===== src/rtl/fifo_arb_pkg.sv =====
// Shared types and helpers for the FIFO write-port arbiter.
// The state enum, the source-ID width helper and the rotate-priority pick function.
package fifo_arb_pkg;

  typedef enum logic {
    ARB  = 1'b0,
    HOLD = 1'b1
  } arb_state_e;

  localparam int MAX_REQ = 16;

  function automatic int src_w(input int n);
    return (n <= 2) ? 1 : $clog2(n);
  endfunction

  // Returns {found, index} of the first set bit at or after ptr, wrapping at n-1.
  function automatic logic [4:0] rr_pick(input logic [MAX_REQ-1:0] req,
                                         input logic [3:0] ptr,
                                         input int n);
    logic [4:0] res;
    int j;
    res = '0;
    for (int k = n - 1; k >= 0; k--) begin
      j = int'(ptr) + k;
      if (j >= n) j = j - n;
      if (req[j]) res = {1'b1, 4'(j)};
    end
    return res;
  endfunction

endpackage


===== src/rtl/fifo_wr_arbiter_rr_arb_pick.sv =====
// Combinational rotate-priority pick over a masked request vector.
// Produces a one-hot grant, its encoded index and an any-grant flag.
module rr_arb_pick
  import fifo_arb_pkg::*;
#(
  parameter int N = 4,
  parameter int W = 2
) (
  input  logic [N-1:0] req_i,
  input  logic [N-1:0] mask_i,
  input  logic [W-1:0] rr_ptr_i,
  output logic [N-1:0] gnt_o,
  output logic [W-1:0] gnt_idx_o,
  output logic         any_o
);

  logic [MAX_REQ-1:0] req_ext;
  logic [4:0]         pick;

  always_comb begin
    req_ext         = '0;
    req_ext[N-1:0]  = req_i & mask_i;
  end

  assign pick      = rr_pick(req_ext, 4'(rr_ptr_i), N);
  assign any_o     = pick[4];
  assign gnt_idx_o = W'(pick[3:0]);
  assign gnt_o     = any_o ? (N'(1) << gnt_idx_o) : '0;

endmodule


===== src/rtl/fifo_wr_arbiter.sv =====
// Round-robin arbiter sharing the async-FIFO write port, with a one-entry output register.
// Define FIFO_ARB_PKT_LOCK_EN to lock the grant to one requester until req_last.
//
//   state | meaning
//   ARB   | free round-robin selection on every beat
//   HOLD  | grant locked to owner until its req_last word is accepted
module fifo_wr_arbiter
  import fifo_arb_pkg::*;
#(
  parameter int WORDSIZE = 8,
  parameter int NUM_REQ  = 4,
  parameter int SRC_W    = src_w(NUM_REQ)
) (
  input  logic                        wclk,
  input  logic                        wrst_n,
  input  logic [NUM_REQ-1:0]          req_valid,
  input  logic [NUM_REQ*WORDSIZE-1:0] req_data,
  input  logic [NUM_REQ-1:0]          req_last,
  output logic [NUM_REQ-1:0]          req_ready,
  input  logic                        wfull,
  output logic                        winc,
  output logic [WORDSIZE-1:0]         wdata,
  output logic [SRC_W-1:0]            wsrc
);

  arb_state_e           state_q, state_d;
  logic [SRC_W-1:0]     owner_q, owner_d;
  logic [SRC_W-1:0]     rr_ptr_q, rr_ptr_d;
  logic                 out_valid_q, out_valid_d;
  logic [WORDSIZE-1:0]  wdata_q, wdata_d;
  logic [SRC_W-1:0]     wsrc_q, wsrc_d;

  logic [NUM_REQ-1:0]   elig_mask;
  logic [NUM_REQ-1:0]   gnt;
  logic [SRC_W-1:0]     gnt_idx;
  logic [SRC_W-1:0]     ptr_after;
  logic                 any_req;
  logic                 drain;
  logic                 load;

  assign elig_mask = (state_q == HOLD) ? (NUM_REQ'(1) << owner_q) : '1;

  rr_arb_pick #(
    .N (NUM_REQ),
    .W (SRC_W)
  ) u_pick (
    .req_i     (req_valid),
    .mask_i    (elig_mask),
    .rr_ptr_i  (rr_ptr_q),
    .gnt_o     (gnt),
    .gnt_idx_o (gnt_idx),
    .any_o     (any_req)
  );

  assign ptr_after = (gnt_idx == SRC_W'(NUM_REQ - 1)) ? '0 : gnt_idx + SRC_W'(1);

  // Gated by reset so no requester sees ready while the block is held in reset.
  assign drain = out_valid_q && !wfull;
  assign load  = wrst_n && any_req && (!out_valid_q || drain);

  always_ff @(posedge wclk or negedge wrst_n) begin
    if (!wrst_n) begin
      state_q  <= ARB;
      owner_q  <= '0;
      rr_ptr_q <= '0;
    end else begin
      state_q  <= state_d;
      owner_q  <= owner_d;
      rr_ptr_q <= rr_ptr_d;
    end
  end

`ifdef FIFO_ARB_PKT_LOCK_EN
  always_comb begin
    state_d  = state_q;
    owner_d  = owner_q;
    rr_ptr_d = rr_ptr_q;
    if (load) begin
      unique case (state_q)
        ARB: begin
          if (req_last[gnt_idx]) begin
            rr_ptr_d = ptr_after;
          end else begin
            state_d = HOLD;
            owner_d = gnt_idx;
          end
        end
        HOLD: begin
          if (req_last[gnt_idx]) begin
            state_d  = ARB;
            rr_ptr_d = ptr_after;
          end
        end
        default: state_d = ARB;
      endcase
    end
  end
`else
  logic unused_last;
  assign unused_last = ^req_last;

  always_comb begin
    state_d  = ARB;
    owner_d  = owner_q;
    rr_ptr_d = rr_ptr_q;
    if (load) rr_ptr_d = ptr_after;
  end
`endif

  always_comb begin
    out_valid_d = out_valid_q;
    wdata_d     = wdata_q;
    wsrc_d      = wsrc_q;
    if (load) begin
      out_valid_d = 1'b1;
      wdata_d     = req_data[int'(gnt_idx)*WORDSIZE +: WORDSIZE];
      wsrc_d      = gnt_idx;
    end else if (drain) begin
      out_valid_d = 1'b0;
    end
  end

  always_ff @(posedge wclk or negedge wrst_n) begin
    if (!wrst_n) begin
      out_valid_q <= 1'b0;
      wdata_q     <= '0;
      wsrc_q      <= '0;
    end else begin
      out_valid_q <= out_valid_d;
      wdata_q     <= wdata_d;
      wsrc_q      <= wsrc_d;
    end
  end

  always_comb begin
    req_ready = load ? gnt : '0;
    winc      = drain;
    wdata     = wdata_q;
    wsrc      = wsrc_q;
  end

endmodule


===== config.mk =====
export PLATFORM = sky130hd
export DESIGN_NAME = fifo_wr_arbiter
export DESIGN_NICKNAME = d
export VERILOG_FILES = /design/src/rtl/fifo_arb_pkg.sv /design/src/rtl/fifo_wr_arbiter_rr_arb_pick.sv /design/src/rtl/fifo_wr_arbiter.sv
export SDC_FILE = /design/constraint.sdc
export NUM_CORES = 1
export LEC_CHECK = 0
export CAP_MARGIN = 40
export CELL_PAD_IN_SITES_DETAIL_PLACEMENT = 0
export CELL_PAD_IN_SITES_GLOBAL_PLACEMENT = 1
export CORE_MARGIN = 4
export CORE_UTILIZATION = 36
export CTS_CLUSTER_SIZE = 24
export DETAILED_ROUTE_END_ITERATION = 16
export GPL_TIMING_DRIVEN = 0
export PLACE_DENSITY = 0.92
export SYNTH_ARGS = -nofsm -noshare
export SYNTH_HDL_FRONTEND = slang
export SYNTH_SLANG_ARGS = --single-unit

===== constraint.sdc =====
create_clock -name wclk -period 5.7 [get_ports wclk]
set_input_delay 1.14 -clock wclk [delete_from_list [all_inputs] [get_ports wclk]]
set_output_delay 1.14 -clock wclk [all_outputs]
set_load 0.02 [all_outputs]

# Yosys cells after proc, flatten, opt, wreduce, memory -nomap -nowiden
# Cells that the tools add are included.
totals:
  reg_bits: 13
  output_inout_bits: 15
op_classes:
  add_sub_neg: 8
  magnitude_cmp: 8
  eq_ne: 1
  shift: 2
  muxes: 25
  reduce_logical: 7
op_table:
  columns: ["op", "count"]
  rows:
  - ["32-bit by 6-bit less-than comparator with 1-bit output, second input constant", 4]
  - ["32-bit 2-to-1 mux", 4]
  - ["32-bit by 4-bit >= comparator with 1-bit output, second input constant", 3]
  - ["32-bit by 4-bit subtractor with 32-bit output, second input constant", 3]
  - ["32-bit by 6-bit variable part select with 8-bit output", 1]
  - ["5-bit 2-to-1 mux", 4]
  - ["1-bit binary-select mux with 4-bit select", 4]
  - ["1-bit 2-to-1 mux", 10]
  - ["4-bit 2-to-1 mux", 2]
  - ["2-bit by 2-bit adder with 3-bit output, second input constant", 2]
  - ["1-bit by 2-bit << shifter with 4-bit output, first input constant", 1]
  - ["2-bit by 3-bit subtractor with 4-bit output, second input constant", 1]
  - ["2-bit by 1-bit adder with 3-bit output, second input constant", 1]
  - ["2-bit by 3-bit >= comparator with 1-bit output, second input constant", 1]
  - ["1-bit logical AND", 3]
  - ["2-bit by 1-bit adder with 2-bit output, second input constant", 1]
  - ["2-bit == test, second input constant", 1]
  - ["1-bit zero test", 2]
  - ["2-bit 2-to-1 mux", 1]
  - ["2-bit nonzero test", 1]
  - ["1-bit logical OR", 1]

# Longest topological paths before layout
depth:
  ltp_word: 13
  depth_mapped: 14
  ltp_nobuf: 10

# Hierarchy
# From an unflattened synthesis, not the netlist that was laid out.
unflattened:
  hier_cells: 99
  hier_area_um2: 1127.3
by_module_without_submodules:
  columns: ["module", "instances", "cells_each", "area_each_um2", "seq_area_each_um2"]
  rows:
  - ["fifo_wr_arbiter", 1, 48, 738.2, 325.3]
  - ["rr_arb_pick", 1, 51, 389.1, 0.0]

# Worst setup path after synthesis
# No wires, ideal clock.
synth_timing:
  path_kind: "register to output"
  startpoint: "register rr_ptr_q[0]"
  endpoint: "output req_ready[3]"
  arrival_time_ns: 3.046
  required_time_ns: 4.560
  setup_slack_ns: 1.514
  stages_incl_launch_ff: 12
  path_cell_list: "dfrtp_1 -> buf_6 -> inv_1 -> clkbuf_1 -> clkbuf_1 -> ha_1 -> a21oi_1 -> a22o_1 -> o41ai_1 -> a21oi_1 -> clkbuf_1 -> and2_1"
synth_between:
  elab_chain_cells: 13
  elab_cells_between_ends: 36
synth_lines:
  columns: ["element", "line", "text"]
  rows:
  - ["from (decl)", "fifo_wr_arbiter.sv:28", "logic [SRC_W-1:0] rr_ptr_q, rr_ptr_d;"]
  - ["from (signal assigned)", "fifo_wr_arbiter.sv:69", "rr_ptr_q <= rr_ptr_d;"]
  - ["2-bit by 2-bit adder with 3-bit output", "fifo_arb_pkg.sv:24", "j = int'(ptr) + k;"]
  - ["32-bit by 4-bit subtractor with 32-bit output / 32-bit by 4-bit >= comparator with 1-bit output (equally long branches)", "fifo_arb_pkg.sv:25", "if (j >= n) j = j - n;"]
  - ["32-bit 2-to-1 mux", "fifo_arb_pkg.sv:25", null]
  - ["1-bit binary-select mux with 4-bit select", "fifo_arb_pkg.sv:26", "if (req[j]) res = {1'b1, 4'(j)};"]
  - ["1-bit 2-to-1 mux (implied by the code) (2 in a row)", "fifo_arb_pkg.sv:26", null]
  - ["5-bit 2-to-1 mux (3 in a row)", "fifo_arb_pkg.sv:26", null]
  - ["5-bit 2-to-1 mux *", "fifo_arb_pkg.sv:26", null]
  - ["1-bit by 2-bit << shifter with 4-bit output / 1-bit logical AND (equally long branches)", "fifo_wr_arbiter_rr_arb_pick.sv:28, fifo_wr_arbiter.sv:59", null]
  - ["4-bit 2-to-1 mux / 1-bit logical AND (equally long branches)", "fifo_wr_arbiter_rr_arb_pick.sv:28, fifo_wr_arbiter.sv:59", null]
  - ["4-bit 2-to-1 mux *", "fifo_wr_arbiter.sv:136", "req_ready = load ? gnt : '0;"]
  - ["to (decl)", "fifo_wr_arbiter.sv:19", "output logic [NUM_REQ-1:0] req_ready,"]
# Mark *: on every way between the ends. The rest lies on a longest branch, timed or not. The select of a mux whose other input is x is not followed.

# Worst setup path after layout
# Ends and elaborated chain as after synthesis.

==> impl_metrics.csv <==
group,metric,value,unit
clocking,clockBufferDepth,2,
global_routing,antenna_found_initial,0,
timing,setup_slack,0.280,ns
global_routing,overflow,0,
timing,worst_hold_slack,0.493,ns
worst_setup_path,crit_fanout,11,
floorplan,die_y,77.9,um
clocking,cts.sinks,13,
layout,synthToLayoutAreaGrowth,39.0,%
route,viasPerCell,5.95,
logic_synthesis,synth_edf_count,0,
layout,utilization,51.7,%
clocking,path_clk_slew,0.06,ns
logic_synthesis,syn_nets,279,
clocking,hold_buffers,0,
worst_setup_path,reg2reg_slack,1.95,ns
worst_setup_path,worstReg2RegEnd,"wdata[7]$_DFFE_PN0P_",
global_routing,use_met2,30.7,%
timing,slew_headroom,56.1,%
timing,slew_violations,0,
timing,clock_skew,0.000685,ns
global_routing,grt_pass1_vias,2000,
floorplan,die_area,0.00606,sq mm
pwr,combPwrFrac,83.2,%
floorplan,core,0.00472,sq mm
layout,multiInputGateArea,0.00133,sq mm
floorplan,start_util,37.2,%
flow_run,cap_violations,0,
logic_synthesis,synth.cell_area,0.00176,sq mm
layout,final_cell_area,0.00244,sq mm
worst_setup_path,arrival,4.28,ns
place,place_inst,350,
pwr,powerDensity,623,mW/mm^2
worst_hold_path,hold_depth,1,
pwr,seqPwrFrac,11.2,%
timing,fin_tns_setup,0,ns
logic_synthesis,synth_seq_cells,13,
clocking,htree_levels,1,
timing,period_share,95.1,%
worst_setup_path,path_class,"register to primary output",
global_routing,grt_use_total,19.4,%
clocking,root_buffer,"clkbuf_8",
global_routing,grt_max_degree,15,
timing,worst_pin_slew,0.657,ns
worst_hold_path,min-delay-start,"wsrc[0]$_DFFE_PN0P_",
pwr,p_sw_share,53.5,%
logic_synthesis,ys.flop_type,"dfrtp_1",
route,wl_per_cell,16.8,um
route,vias,2117,
route,drc_errors,0,
timing,fmax,185,MHz
pwr,p_leak,0.958,nW
layout,fin_cells,356,
place,pre_cts_ws,0.108,ns
layout,final_common_cell,"clkdlybuf4s50_1",
pwr,clkPwrFrac,5.6,%
place,placed_area,0.00237,sq mm
worst_setup_path,startpoint_type,"register",
global_routing,grt_busiest_layer,"met2",
worst_setup_path,crit_required,4.56,ns
pwr,power.switching,0.815,mW
floorplan,die_w,77.9,um
outcome,status,"finished, final reports clean",
worst_setup_path,worst_r2r_startpoint,"rr_ptr_q[0]$_DFFE_PN0P_",
timing,period_minus_slack,5.42,ns
clocking,cts_made_buffers,3,
layout,final_layout_size_suffix_gt1_share,7.61,%
clocking,cts_tree,"done",
worst_hold_path,min_to,"wsrc[0]$_DFFE_PN0P_",
pwr,irDropWorstVdd,285,uV
layout,antenna_cells,0,
route,first_pass_iters,5,
global_routing,grt_pass1_wl,9750,um
timing,grt_setup_unrepaired,"false",
logic_synthesis,synthDistinctLibCells,40,
logic_synthesis,ys_async_sr_fraction,100,%
logic_synthesis,yosysSeqAreaShare,18.5,%
logic_synthesis,yosys_warnings,0,
worst_hold_path,hold_class,"register to register",
floorplan,io_pins,58,
timing,setup_viol_count_final,0,
place,place_congestion,0.867,
pwr,finalPower,1.52,mW
place,hpwl,4380,um
route,ant_nets,0,
route,initialDrtViolationCount,160,
worst_setup_path,rr_worst_depth,12,
clocking,clk_latency,0.24,ns
worst_setup_path,end_kind,"primary output",
layout,fill_cells,478,
pwr,power.internal,0.708,mW
global_routing,use_met3,2.78,%
route,routed_wl,5980,um
logic_synthesis,avgSynthCellArea,7.64,sq um
layout,layout_common_cells,"clkdlybuf4s50_1, nor2_1, nor3_1, a211o_1",
timing,finalHoldViolations,0,
global_routing,grt.met1_usage,26.9,%
logic_synthesis,syn_inst,230,
floorplan,fp-row-count,25,
layout,seq_area,325,sq um
layout,fin_nets,339,
place,port_buffers,53,
[metal layers]
| metal | share of wire [%] | vias up |
|---|---|---|
| li1 | - | 1044 |
| met1 | 46 | 978 |
| met2 | 46 | 87 |
| met3 | 6.1 | 8 |
| met4 | 1.9 | 0 |
| met5 | 0 | - |
[final cells by class]
type | instances | share of cell area, %
sequential | 13 | 13.3
inverter | 4 | 0.615
multi-input combinational | 193 | 54.6
buffer | 20 | 3.89
tap | 67 | 3.43
clock buffer | 4 | 1.84
timing repair buffer | 55 | 22.3
[worst max-delay path, cell delays in order, from the launching register on]
cell	delay (ns)
dfrtp_1	0.41
buf_6	0.17
inv_1	0.07
clkbuf_1	0.22
clkbuf_2	0.29
ha_1	0.29
nand2b_1	0.18
a22o_1	0.37
o31ai_4	0.64
buf_6	0.24
a22oi_1	0.18
inv_1	0.12
ha_1	0.15
and2_1	0.12
clkdlybuf4s50_1	0.59
[power by group through the flow]
| stage | registers, mW | clock network, mW | logic, mW |
|---|---|---|---|
| 2_1_floorplan | 0.211 | 0 | 0.820 |
| 3_3_place_gp | 0.170 | 0 | 1.22 |
| 3_5_place_dp | 0.171 | 0 | 1.23 |
| 4_1_cts | 0.170 | 0.0877 | 1.23 |
| 5_1_grt | 0.178 | 0.0908 | 1.38 |
| 6_report | 0.171 | 0.0847 | 1.27 |
[worst max-delay path by stage]
stage	startpoint	end	slack, ns	cells after the start
3_3_place_gp	req_valid[2]	req_ready[3]	0.12	9
5_1_grt	rr_ptr_q[0]$_DFFE_PN0P_	req_ready[3]	0.07	12
6_report	rr_ptr_q[0]$_DFFE_PN0P_	req_ready[3]	0.28	14
3_5_place_dp	req_valid[2]	req_ready[3]	0.11	9
4_1_cts	rr_ptr_q[0]$_DFFE_PN0P_	req_ready[3]	0.03	13
2_1_floorplan	rr_ptr_q[0]$_DFFE_PN0P_	req_ready[3]	1.51	11
[sequential cells by signal (all words and copies together), names as in the netlist]
signal / flops
wsrc: 2
rr_ptr_q: 2
out_valid_q: 1
wdata: 8
[cell usage after synthesis (3+ instances only)]
master | count | area, sq um
o21ai_1 | 3 | 15.0
nand2b_1 | 7 | 43.8
ha_1 | 6 | 75.1
nor3_1 | 16 | 80.1
inv_1 | 4 | 15.0
clkbuf_1 | 14 | 52.6
o22ai_1 | 8 | 50.1
nor2_1 | 32 | 120
mux2i_1 | 10 | 100
a211o_1 | 16 | 140
a21oi_1 | 10 | 50.1
o2111ai_1 | 8 | 70.1
nand4_1 | 8 | 50.1
a31oi_1 | 8 | 50.1
a2111oi_0 | 8 | 70.1
o311a_1 | 8 | 80.1
nand3_1 | 10 | 50.1
a22oi_1 | 3 | 22.5
dfrtp_1 | 13 | 325
nand2_1 | 7 | 26.3
[cells by family after synthesis]
| group | after synthesis | synth area share [%] |
|---|---|---|
| AOI/OAI and AO/OA | 86 | 38.5 |
| adders and majority gates | 6 | 4.27 |
| buffers and inverters | 24 | 6.13 |
| DFF | 13 | 18.5 |
| muxes | 14 | 8.69 |
| and+or+nand+nor | 87 | 23.9 |
[what timing repair did]
item                                   in CTS  in global routing
buffers inserted                            0                  2
setup endpoints to repair                   2                  3
resized for setup                           1                  4
endpoints found under the hold margin       0                  0
pin swaps                                   0                  1
(Power assumes the default switching activity.)
